--- src/rtl/rtc_bus_seq.sv ---
// Multiplexed-bus sequencer for an RTC chip: address phase, CS-high gap, then data phase.
// Every output is a flop loaded from the decode of the next state.
module rtc_bus_seq #(
  parameter int DATA_W  = 8,
  parameter int T_SETUP = 1,
  parameter int T_CS    = 6,
  parameter int T_HOLD  = 1,
  parameter int T_GAP   = 12,
  parameter int CNT_W   = 7
) (
  input  logic              clk,
  input  logic              reset,
  input  logic              start,
  input  logic              rw,
  input  logic              abort,
  input  logic [DATA_W-1:0] addr,
  input  logic [DATA_W-1:0] wdata,
  input  logic [DATA_W-1:0] bus_in,
  output logic              cs_n,
  output logic              wr_n,
  output logic              rd_n,
  output logic              ad,
  output logic [DATA_W-1:0] bus_out,
  output logic              bus_oe,
  output logic [DATA_W-1:0] rdata,
  output logic              busy,
  output logic              done,
  output logic [2:0]        state_dbg
);

  localparam logic [2:0] ST_IDLE     = 3'd0;
  localparam logic [2:0] ST_A_SETUP  = 3'd1;
  localparam logic [2:0] ST_A_STROBE = 3'd2;
  localparam logic [2:0] ST_A_HOLD   = 3'd3;
  localparam logic [2:0] ST_GAP      = 3'd4;
  localparam logic [2:0] ST_D_STROBE = 3'd5;
  localparam logic [2:0] ST_D_HOLD   = 3'd6;
  localparam logic [2:0] ST_DONE     = 3'd7;

  logic [2:0]        state, state_nx;
  logic [CNT_W-1:0]  cnt, cnt_nx;
  logic              accept, expired, entry, capture;
  logic              rw_q, rw_l;
  logic [DATA_W-1:0] addr_q, addr_l, wdata_q, wdata_l;

  logic              cs_d, wr_d, rd_d, ad_d, oe_d, busy_d, done_d;
  logic [DATA_W-1:0] bo_d;

  // Counter holds (cycles remaining - 1) in the current state.
  function automatic logic [CNT_W-1:0] load_for(input logic [2:0] s);
    case (s)
      ST_A_SETUP:             load_for = CNT_W'(T_SETUP - 1);
      ST_A_STROBE, ST_D_STROBE: load_for = CNT_W'(T_CS - 1);
      ST_A_HOLD, ST_D_HOLD:   load_for = CNT_W'(T_HOLD - 1);
      ST_GAP:                 load_for = CNT_W'(T_GAP - 1);
      default:                load_for = '0;
    endcase
  endfunction

  // Handshake: start is a level request sampled only in IDLE or DONE (busy low);
  // abort in the same cycle suppresses acceptance, otherwise start is ignored.
  always_comb begin
    accept   = start && !abort && (state == ST_IDLE || state == ST_DONE);
    expired  = (cnt == '0);
    state_nx = state;
    case (state)
      ST_IDLE: if (accept) state_nx = ST_A_SETUP;
      ST_DONE: state_nx = accept ? ST_A_SETUP : ST_IDLE;
      default: begin
        if (abort) begin
          state_nx = ST_IDLE;
        end else if (expired) begin
          case (state)
            ST_A_SETUP:  state_nx = ST_A_STROBE;
            ST_A_STROBE: state_nx = ST_A_HOLD;
            ST_A_HOLD:   state_nx = ST_GAP;
            ST_GAP:      state_nx = ST_D_STROBE;
            ST_D_STROBE: state_nx = ST_D_HOLD;
            ST_D_HOLD:   state_nx = ST_DONE;
            default:     state_nx = ST_IDLE;
          endcase
        end
      end
    endcase
    entry   = (state_nx != state);
    cnt_nx  = entry ? load_for(state_nx) : (expired ? cnt : cnt - 1'b1);
    capture = (state == ST_D_STROBE) && expired && !abort && rw_q;
    rw_l    = accept ? rw    : rw_q;
    addr_l  = accept ? addr  : addr_q;
    wdata_l = accept ? wdata : wdata_q;
  end

  always_comb begin
    cs_d   = 1'b1;
    wr_d   = 1'b1;
    rd_d   = 1'b1;
    ad_d   = 1'b1;
    oe_d   = 1'b0;
    bo_d   = '0;
    busy_d = 1'b1;
    done_d = 1'b0;
    case (state_nx)
      ST_IDLE: busy_d = 1'b0;
      ST_A_SETUP, ST_A_HOLD: begin
        ad_d = 1'b0;
        oe_d = 1'b1;
        bo_d = addr_l;
      end
      ST_A_STROBE: begin
        cs_d = 1'b0;
        wr_d = 1'b0;
        ad_d = 1'b0;
        oe_d = 1'b1;
        bo_d = addr_l;
      end
      ST_GAP, ST_D_HOLD: begin
        if (!rw_l) begin
          oe_d = 1'b1;
          bo_d = wdata_l;
        end
      end
      ST_D_STROBE: begin
        cs_d = 1'b0;
        if (rw_l) begin
          rd_d = 1'b0;
        end else begin
          wr_d = 1'b0;
          oe_d = 1'b1;
          bo_d = wdata_l;
        end
      end
      ST_DONE: begin
        busy_d = 1'b0;
        done_d = 1'b1;
      end
      default: busy_d = 1'b0;
    endcase
  end

  always_ff @(posedge clk or posedge reset) begin
    if (reset) begin
      state   <= ST_IDLE;
      cnt     <= '0;
      rw_q    <= 1'b0;
      addr_q  <= '0;
      wdata_q <= '0;
      rdata   <= '0;
      cs_n    <= 1'b1;
      wr_n    <= 1'b1;
      rd_n    <= 1'b1;
      ad      <= 1'b1;
      bus_oe  <= 1'b0;
      bus_out <= '0;
      busy    <= 1'b0;
      done    <= 1'b0;
    end else begin
      state   <= state_nx;
      cnt     <= cnt_nx;
      rw_q    <= rw_l;
      addr_q  <= addr_l;
      wdata_q <= wdata_l;
      if (capture) rdata <= bus_in;
      cs_n    <= cs_d;
      wr_n    <= wr_d;
      rd_n    <= rd_d;
      ad      <= ad_d;
      bus_oe  <= oe_d;
      bus_out <= bo_d;
      busy    <= busy_d;
      done    <= done_d;
    end
  end

  assign state_dbg = state;

endmodule

--- config.mk ---
export PLATFORM = sky130hd
export DESIGN_NAME = rtc_bus_seq
export DESIGN_NICKNAME = d
export VERILOG_FILES = /design/src/rtl/rtc_bus_seq.sv
export SDC_FILE = /design/constraint.sdc
export NUM_CORES = 1
export LEC_CHECK = 0
export ABC_AREA = 1
export CORE_MARGIN = 2
export CORE_UTILIZATION = 53
export DETAILED_ROUTE_END_ITERATION = 8
export GPL_ROUTABILITY_DRIVEN = 0
export PLACE_DENSITY = 0.84
export SLEW_MARGIN = 20
export SYNTH_ARGS = -nofsm -noshare
export SYNTH_HDL_FRONTEND = slang
export SYNTH_SLANG_ARGS = --single-unit
--- constraint.sdc ---
create_clock -name clk -period 3.9 [get_ports clk]
set_input_delay 0.39 -clock clk [delete_from_list [all_inputs] [get_ports clk]]
set_output_delay 0.39 -clock clk [all_outputs]
set_load 0.05 [all_outputs]
==> flow_metrics.env, run 1 <==
export IMPL_end_kind="register"
export IMPL_p_leak_nw=1.48
export IMPL_route_detailed_drc=0
export IMPL_ff2ff_path_depth=11
export IMPL_p_seq_frac=0.307
export IMPL_path_class="reg2reg"
export IMPL_fp_coreArea_um2=4320
export IMPL_ys_types=32
export IMPL_synth_avg_cell_area_um2=10.2
export IMPL_worstHoldPathType="reg2reg"
export IMPL_ctsResizeCount=0
export IMPL_irDropWorstVdd_mv=0.480
export IMPL_multiInputGateArea_um2=941
export IMPL_final_common_cell="clkdlybuf4s50_1"
export IMPL_grt_ovfl_total=0
export IMPL_row_count=24
export IMPL_fin_nets=325
export IMPL_detail_route_first_pass_iterations=4
export IMPL_synth_sequential_area_ratio=0.532
export IMPL_crit_end="bus_out[4]$_DFF_PP0_"
export IMPL_start_util=0.546
export IMPL_critPathLaunchType="register"
export IMPL_drv_slew=0
export IMPL_syn_nets=267
export IMPL_dp_hpwl_um=3370
export IMPL_viasPerCell=5.08
export IMPL_worstPathRequired_ns=4.12
export IMPL_totalPowerFinal_mw=2.71
export IMPL_final_cell_mix="clkdlybuf4s50_1, nand2_1, dfrtp_1"
export IMPL_wl_per_cell_um=13.4
export IMPL_power_switching_mw=1.24
export IMPL_fmax_mhz=442
export IMPL_numPortBuffers=54
export IMPL_p_clk_frac=0.135
export IMPL_clock_skew_ns=0.00850
export IMPL_hold_violations=0
export IMPL_post_cts_buffers=0
export IMPL_syn_area_um2=2360
export IMPL_n_fill_cell=346
export IMPL_syn2layout_area_growth_pct=29.5
export IMPL_htreeDepth=2
export IMPL_design_area_um2=3060
export IMPL_die_width_um=70.7
export IMPL_cts_tree="yes"
export IMPL_post_dp_cell_area_um2=2940
export IMPL_worstSkewPairLatency_ns=0.30
export IMPL_seqCellArea_um2=1260
export IMPL_numCtsBuffers=5
export IMPL_dp_cells=335
export IMPL_rsz0062_at_grt="no"
export IMPL_grt_max_degree=51
export IMPL_r2r_end="bus_out[4]$_DFF_PP0_"
export IMPL_synth_warning_count=0
export IMPL_vias=1743
export IMPL_period_minus_slack_ns=2.26
export IMPL_dr_first_iter_drc_count=75
export IMPL_drive_gt1_frac=0.196
export IMPL_maxCapViolations=0
export IMPL_postCtsHoldBufs=0
export IMPL_ys_ff_latch=50
export IMPL_ios=55
export IMPL_reg2reg_slack_ns=1.64
export IMPL_clock_root_buffer="clkbuf_8"
export IMPL_crit_path_start="state_dbg[1]$_DFF_PP0_"
export IMPL_max_slew_margin=0.456
export IMPL_post_route_util=0.707
export IMPL_grtUsageTotal=0.200
export IMPL_diodes=0
export IMPL_sw_frac_of_total=0.459
export IMPL_stdcell_count=343
export IMPL_netlist_instances=232
export IMPL_status="completed"
export IMPL_worstPathArrival_ns=2.48
export IMPL_antenna_found_initial=0
export IMPL_grt_pass1_wl_um=7950
export IMPL_rr_startpoint="state_dbg[1]$_DFF_PP0_"
export IMPL_setup_viol=0
export IMPL_p_int_mw=1.47
export IMPL_clock_sinks=50
export IMPL_dieArea_um2=5000
export IMPL_grt_pass1_vias=1801
export IMPL_antenna_left=0
export IMPL_wl_um=4580
export IMPL_path_clk_slew_ns=0.08
export IMPL_worst_pin_slew_ns=0.815
export IMPL_die_y_um=70.7
export IMPL_layout_worst_path_cycle_share=0.580
export IMPL_pwr_density_cell_nw_per_um2=887
export IMPL_p_comb_frac=0.557
export IMPL_cp_max_fo=27
export IMPL_clockBufferDepth=2
export IMPL_tns_ns=0
cells by family after synthesis:
kind of cell,share of synthesized area
simple gates,0.212
compound gates,0.0636
buf+inv,0.0689
fa+ha+maj,0.0318
flops,0.532
mux,0.0764
xor+xnor,0.0148
cell type report:
type / instances / area share
Clock buffer: 7 / 0.0282
Clock inverter: 1 / 0.00982
Inverter: 34 / 0.0450
Multi-Input combinational cell: 145 / 0.308
Sequential cell: 50 / 0.411
Tap cell: 52 / 0.0213
Timing Repair Buffer: 54 / 0.177
Yosys cell counts, drive strengths merged:
master  instances  area (um^2)
nand4           4         31.3
nand2          56          265
ha              6         75.1
o21ai          21          105
or2             2         12.5
clkinv          1         5.00
nand3          10         90.1
clkbuf          1         3.75
mux2           16          180
dfrtp          46         1150
dfstp           4          105
buf             2         22.5
inv            33          131
xor2            3         26.3
a21oi           6         45.1
nor3            5         25.0
nor2           15         76.3
xnor2           1         8.76
per-stage QoR:
| step | hold WS, ns | worst slack, ns |
|---|---|---|
| after floorplan | 0.471 | 1.70 |
| after global placement | 0.478 | 1.70 |
| after detailed placement | 0.486 | 1.66 |
| after CTS | 0.507 | 1.64 |
| after global routing | 0.527 | 1.47 |
| final | 0.505 | 1.64 |
layer usage:
layer / routed length [um] / GRT usage / up-vias
met5: 0 / 0 / -
met4: 143 / 0.0881 / 0
met3: 186 / 0.0442 / 15
met2: 2370 / 0.341 / 47
met1: 1890 / 0.245 / 826
li1: - / - / 855
power groups by stage:
stage                     Sequential [mW]  Combinational, mW  Clock (mW)
after global routing                0.854               1.65       0.401
final                               0.833               1.51       0.367
after detailed placement            0.842               1.51           0
after CTS                           0.834               1.52       0.373
after global placement              0.834               1.47           0
after floorplan                      1.13              0.835           0
flip-flops by register name (all words and copies together), names as in the netlist:
register	count
bus_out	8
wr_n	1
ad	1
wdata_q	8
addr_q	8
state_dbg	3
rdata	8
cnt	7
done	1
bus_oe	1
rw_q	1
rd_n	1
cs_n	1
busy	1
how the worst min path moves through the flow:
| stage | startpoint | end | slack, ns | depth (start not counted) |
|---|---|---|---|---|
| 2_1_floorplan | addr_q[1]$_DFF_PP0_ | addr_q[1]$_DFF_PP0_ | 0.47 | 1 |
| 3_3_place_gp | addr_q[7]$_DFF_PP0_ | addr_q[7]$_DFF_PP0_ | 0.48 | 1 |
| 3_5_place_dp | addr_q[7]$_DFF_PP0_ | addr_q[7]$_DFF_PP0_ | 0.49 | 1 |
| 4_1_cts | addr_q[7]$_DFF_PP0_ | addr_q[7]$_DFF_PP0_ | 0.51 | 1 |
| 5_1_grt | addr_q[5]$_DFF_PP0_ | addr_q[5]$_DFF_PP0_ | 0.53 | 1 |
| 6_report | rdata[6]$_DFFE_PP0P_ | rdata[6]$_DFFE_PP0P_ | 0.50 | 1 |
worst max-delay path, cell delays in order, from the launching register on:
cell and delay (ns):
dfrtp_1 0.47, inv_1 0.14, ha_1 0.30, nand2_4 0.11, nand2_4 0.06, nand2_4 0.23
nand4_2 0.16, nand2_4 0.15, inv_2 0.06, a21oi_4 0.31, nand2_1 0.10, o21ai_1 0.08
(Power assumes the default switching activity.)
==> run 2: changes to the inputs <==
--- a/config.mk
+++ b/config.mk
@@ -7,10 +7,10 @@
 export LEC_CHECK = 0
 export ABC_AREA = 1
 export CORE_MARGIN = 2
-export CORE_UTILIZATION = 53
+export CORE_UTILIZATION = 49
 export DETAILED_ROUTE_END_ITERATION = 8
 export GPL_ROUTABILITY_DRIVEN = 0
-export PLACE_DENSITY = 0.84
+export PLACE_DENSITY = 0.79
 export SLEW_MARGIN = 20
 export SYNTH_ARGS = -nofsm -noshare
 export SYNTH_HDL_FRONTEND = slang
==> constraint.sdc (replaced) <==
create_clock -name clk -period 2.4 [get_ports clk]
set_input_delay 0.24 -clock clk [delete_from_list [all_inputs] [get_ports clk]]
set_output_delay 0.24 -clock clk [all_outputs]
set_load 0.05 [all_outputs]
==> flow_metrics.env, run 2 (same netlist as run 1, synthesis figures left out) <==
export IMPL_ctsResizeCount=0
export IMPL_crit_path_start="state_dbg[0]$_DFF_PP0_"
export IMPL_dr_first_iter_drc_count=72
export IMPL_clockBufferDepth=2
export IMPL_dieArea_um2=5390
export IMPL_max_slew_margin=0.642
export IMPL_grt_pass1_vias=1678
export IMPL_layout_worst_path_cycle_share=0.891
export IMPL_pwr_density_cell_nw_per_um2=1440
export IMPL_path_class="reg2reg"
export IMPL_clock_sinks=50
export IMPL_worstPathArrival_ns=2.37
export IMPL_grt_max_degree=23
export IMPL_wl_per_cell_um=13.4
export IMPL_dp_hpwl_um=3440
export IMPL_vias=1731
export IMPL_numCtsBuffers=5
export IMPL_syn2layout_area_growth_pct=30.5
export IMPL_worst_pin_slew_ns=0.536
export IMPL_post_route_util=0.657
export IMPL_multiInputGateArea_um2=941
export IMPL_period_minus_slack_ns=2.14
export IMPL_maxCapViolations=0
export IMPL_fp_coreArea_um2=4690
export IMPL_fmax_mhz=468
export IMPL_stdcell_count=348
export IMPL_grt_ovfl_total=0
export IMPL_seqCellArea_um2=1260
export IMPL_die_width_um=73.4
export IMPL_row_count=25
export IMPL_rsz0062_at_grt="no"
export IMPL_drive_gt1_frac=0.207
export IMPL_reg2reg_slack_ns=0.26
export IMPL_setup_viol=0
export IMPL_clock_skew_ns=0.0143
export IMPL_wl_met2_um=2390
export IMPL_postCtsHoldBufs=0
export IMPL_antenna_left=0
export IMPL_ios=55
export IMPL_grtUsageTotal=0.186
export IMPL_r2r_end="bus_out[7]$_DFF_PP0_"
export IMPL_viasPerCell=4.97
export IMPL_cp_max_fo=16
export IMPL_fin_nets=328
export IMPL_worstPathRequired_ns=2.64
export IMPL_wl_met1_um=2000
export IMPL_path_clk_slew_ns=0.09
export IMPL_drv_slew=0
export IMPL_numPortBuffers=54
export IMPL_hold_violations=0
export IMPL_antenna_found_initial=0
export IMPL_post_cts_buffers=0
export IMPL_htreeDepth=2
export IMPL_wl_um=4650
export IMPL_worstSkewPairLatency_ns=0.32
export IMPL_start_util=0.503
export IMPL_status="completed"
export IMPL_highest_layer="met4"
export IMPL_cts_tree="yes"
export IMPL_die_y_um=73.4
export IMPL_n_fill_cell=380
export IMPL_diodes=0
export IMPL_irDropWorstVdd_mv=0.762
export IMPL_final_cell_mix="clkdlybuf4s50_1, nand2_1, dfrtp_1"
export IMPL_crit_end="bus_out[7]$_DFF_PP0_"
export IMPL_tns_ns=0
export IMPL_clock_root_buffer="clkbuf_8"
export IMPL_route_detailed_drc=0
export IMPL_critPathLaunchType="register"
export IMPL_wl_met3_um=246
export IMPL_dp_cells=340
export IMPL_detail_route_first_pass_iterations=4
export IMPL_worstHoldPathType="in2async"
export IMPL_p_leak_nw=1.49
export IMPL_grt_pass1_wl_um=7580
export IMPL_rr_startpoint="state_dbg[0]$_DFF_PP0_"
export IMPL_end_kind="register"
export IMPL_final_common_cell="clkdlybuf4s50_1"
export IMPL_ff2ff_path_depth=11
run 2: worst min path at each step:
stage | start | end | cells after the start
floorplan | bus_in[0] | rdata[0]$_DFFE_PP0P_ | 1
global placement | addr_q[5]$_DFF_PP0_ | addr_q[5]$_DFF_PP0_ | 1
detailed placement | addr_q[5]$_DFF_PP0_ | addr_q[5]$_DFF_PP0_ | 1
CTS | reset | cnt[2]$_DFFE_PP0P_ | 2
global route | reset | cnt[2]$_DFFE_PP0P_ | 2
finish | reset | rdata[7]$_DFFE_PP0P_ | 2
run 2: layer usage:
layer | vias up | GRT usage
li1 | 858 | -
met1 | 819 | 0.246
met2 | 50 | 0.306
met3 | 4 | 0.0562
met4 | 0 | 0.0364
met5 | - | 0
run 2: area by class of cell:
| cell class | instances | area share |
|---|---|---|
| flip-flops and latches | 50 | 0.408 |
| multi-input cells | 145 | 0.305 |
| repair buffers | 57 | 0.183 |
| inverters | 34 | 0.0443 |
| clock buffers | 5 | 0.0223 |
| well taps | 54 | 0.0219 |
| clock inverters | 3 | 0.0154 |
run 2: per-stage QoR:
step	power, mW	hold slack [ns]	area, um^2	worst slack, ns
after floorplan	3.20	0.391	2360	0.204
final	4.42	0.263	3080	0.263
after global placement	3.77	0.478	2960	0.355
after CTS	4.45	0.271	3080	0.281
after global routing	4.74	0.296	3080	0.106
after detailed placement	3.82	0.485	2960	0.310
run 2: critical path: stages, from the launching register on:
cell and delay [ns]:
dfrtp_1 0.44, inv_1 0.14, ha_1 0.31, nand2_4 0.11, nand2_4 0.06, nand2_4 0.16
nand4_2 0.13, nand2_4 0.15, inv_2 0.06, a21oi_4 0.30, nand2_1 0.11, o21ai_1 0.10
run 2: report_power, final:
| part | internal, mW | switching [mW] | leakage (nW) |
|---|---|---|---|
| Sequential | 1.20 | 0.152 | 0.620 |
| Combinational | 0.857 | 1.61 | 0.813 |
| Clock | 0.316 | 0.291 | 0.0587 |
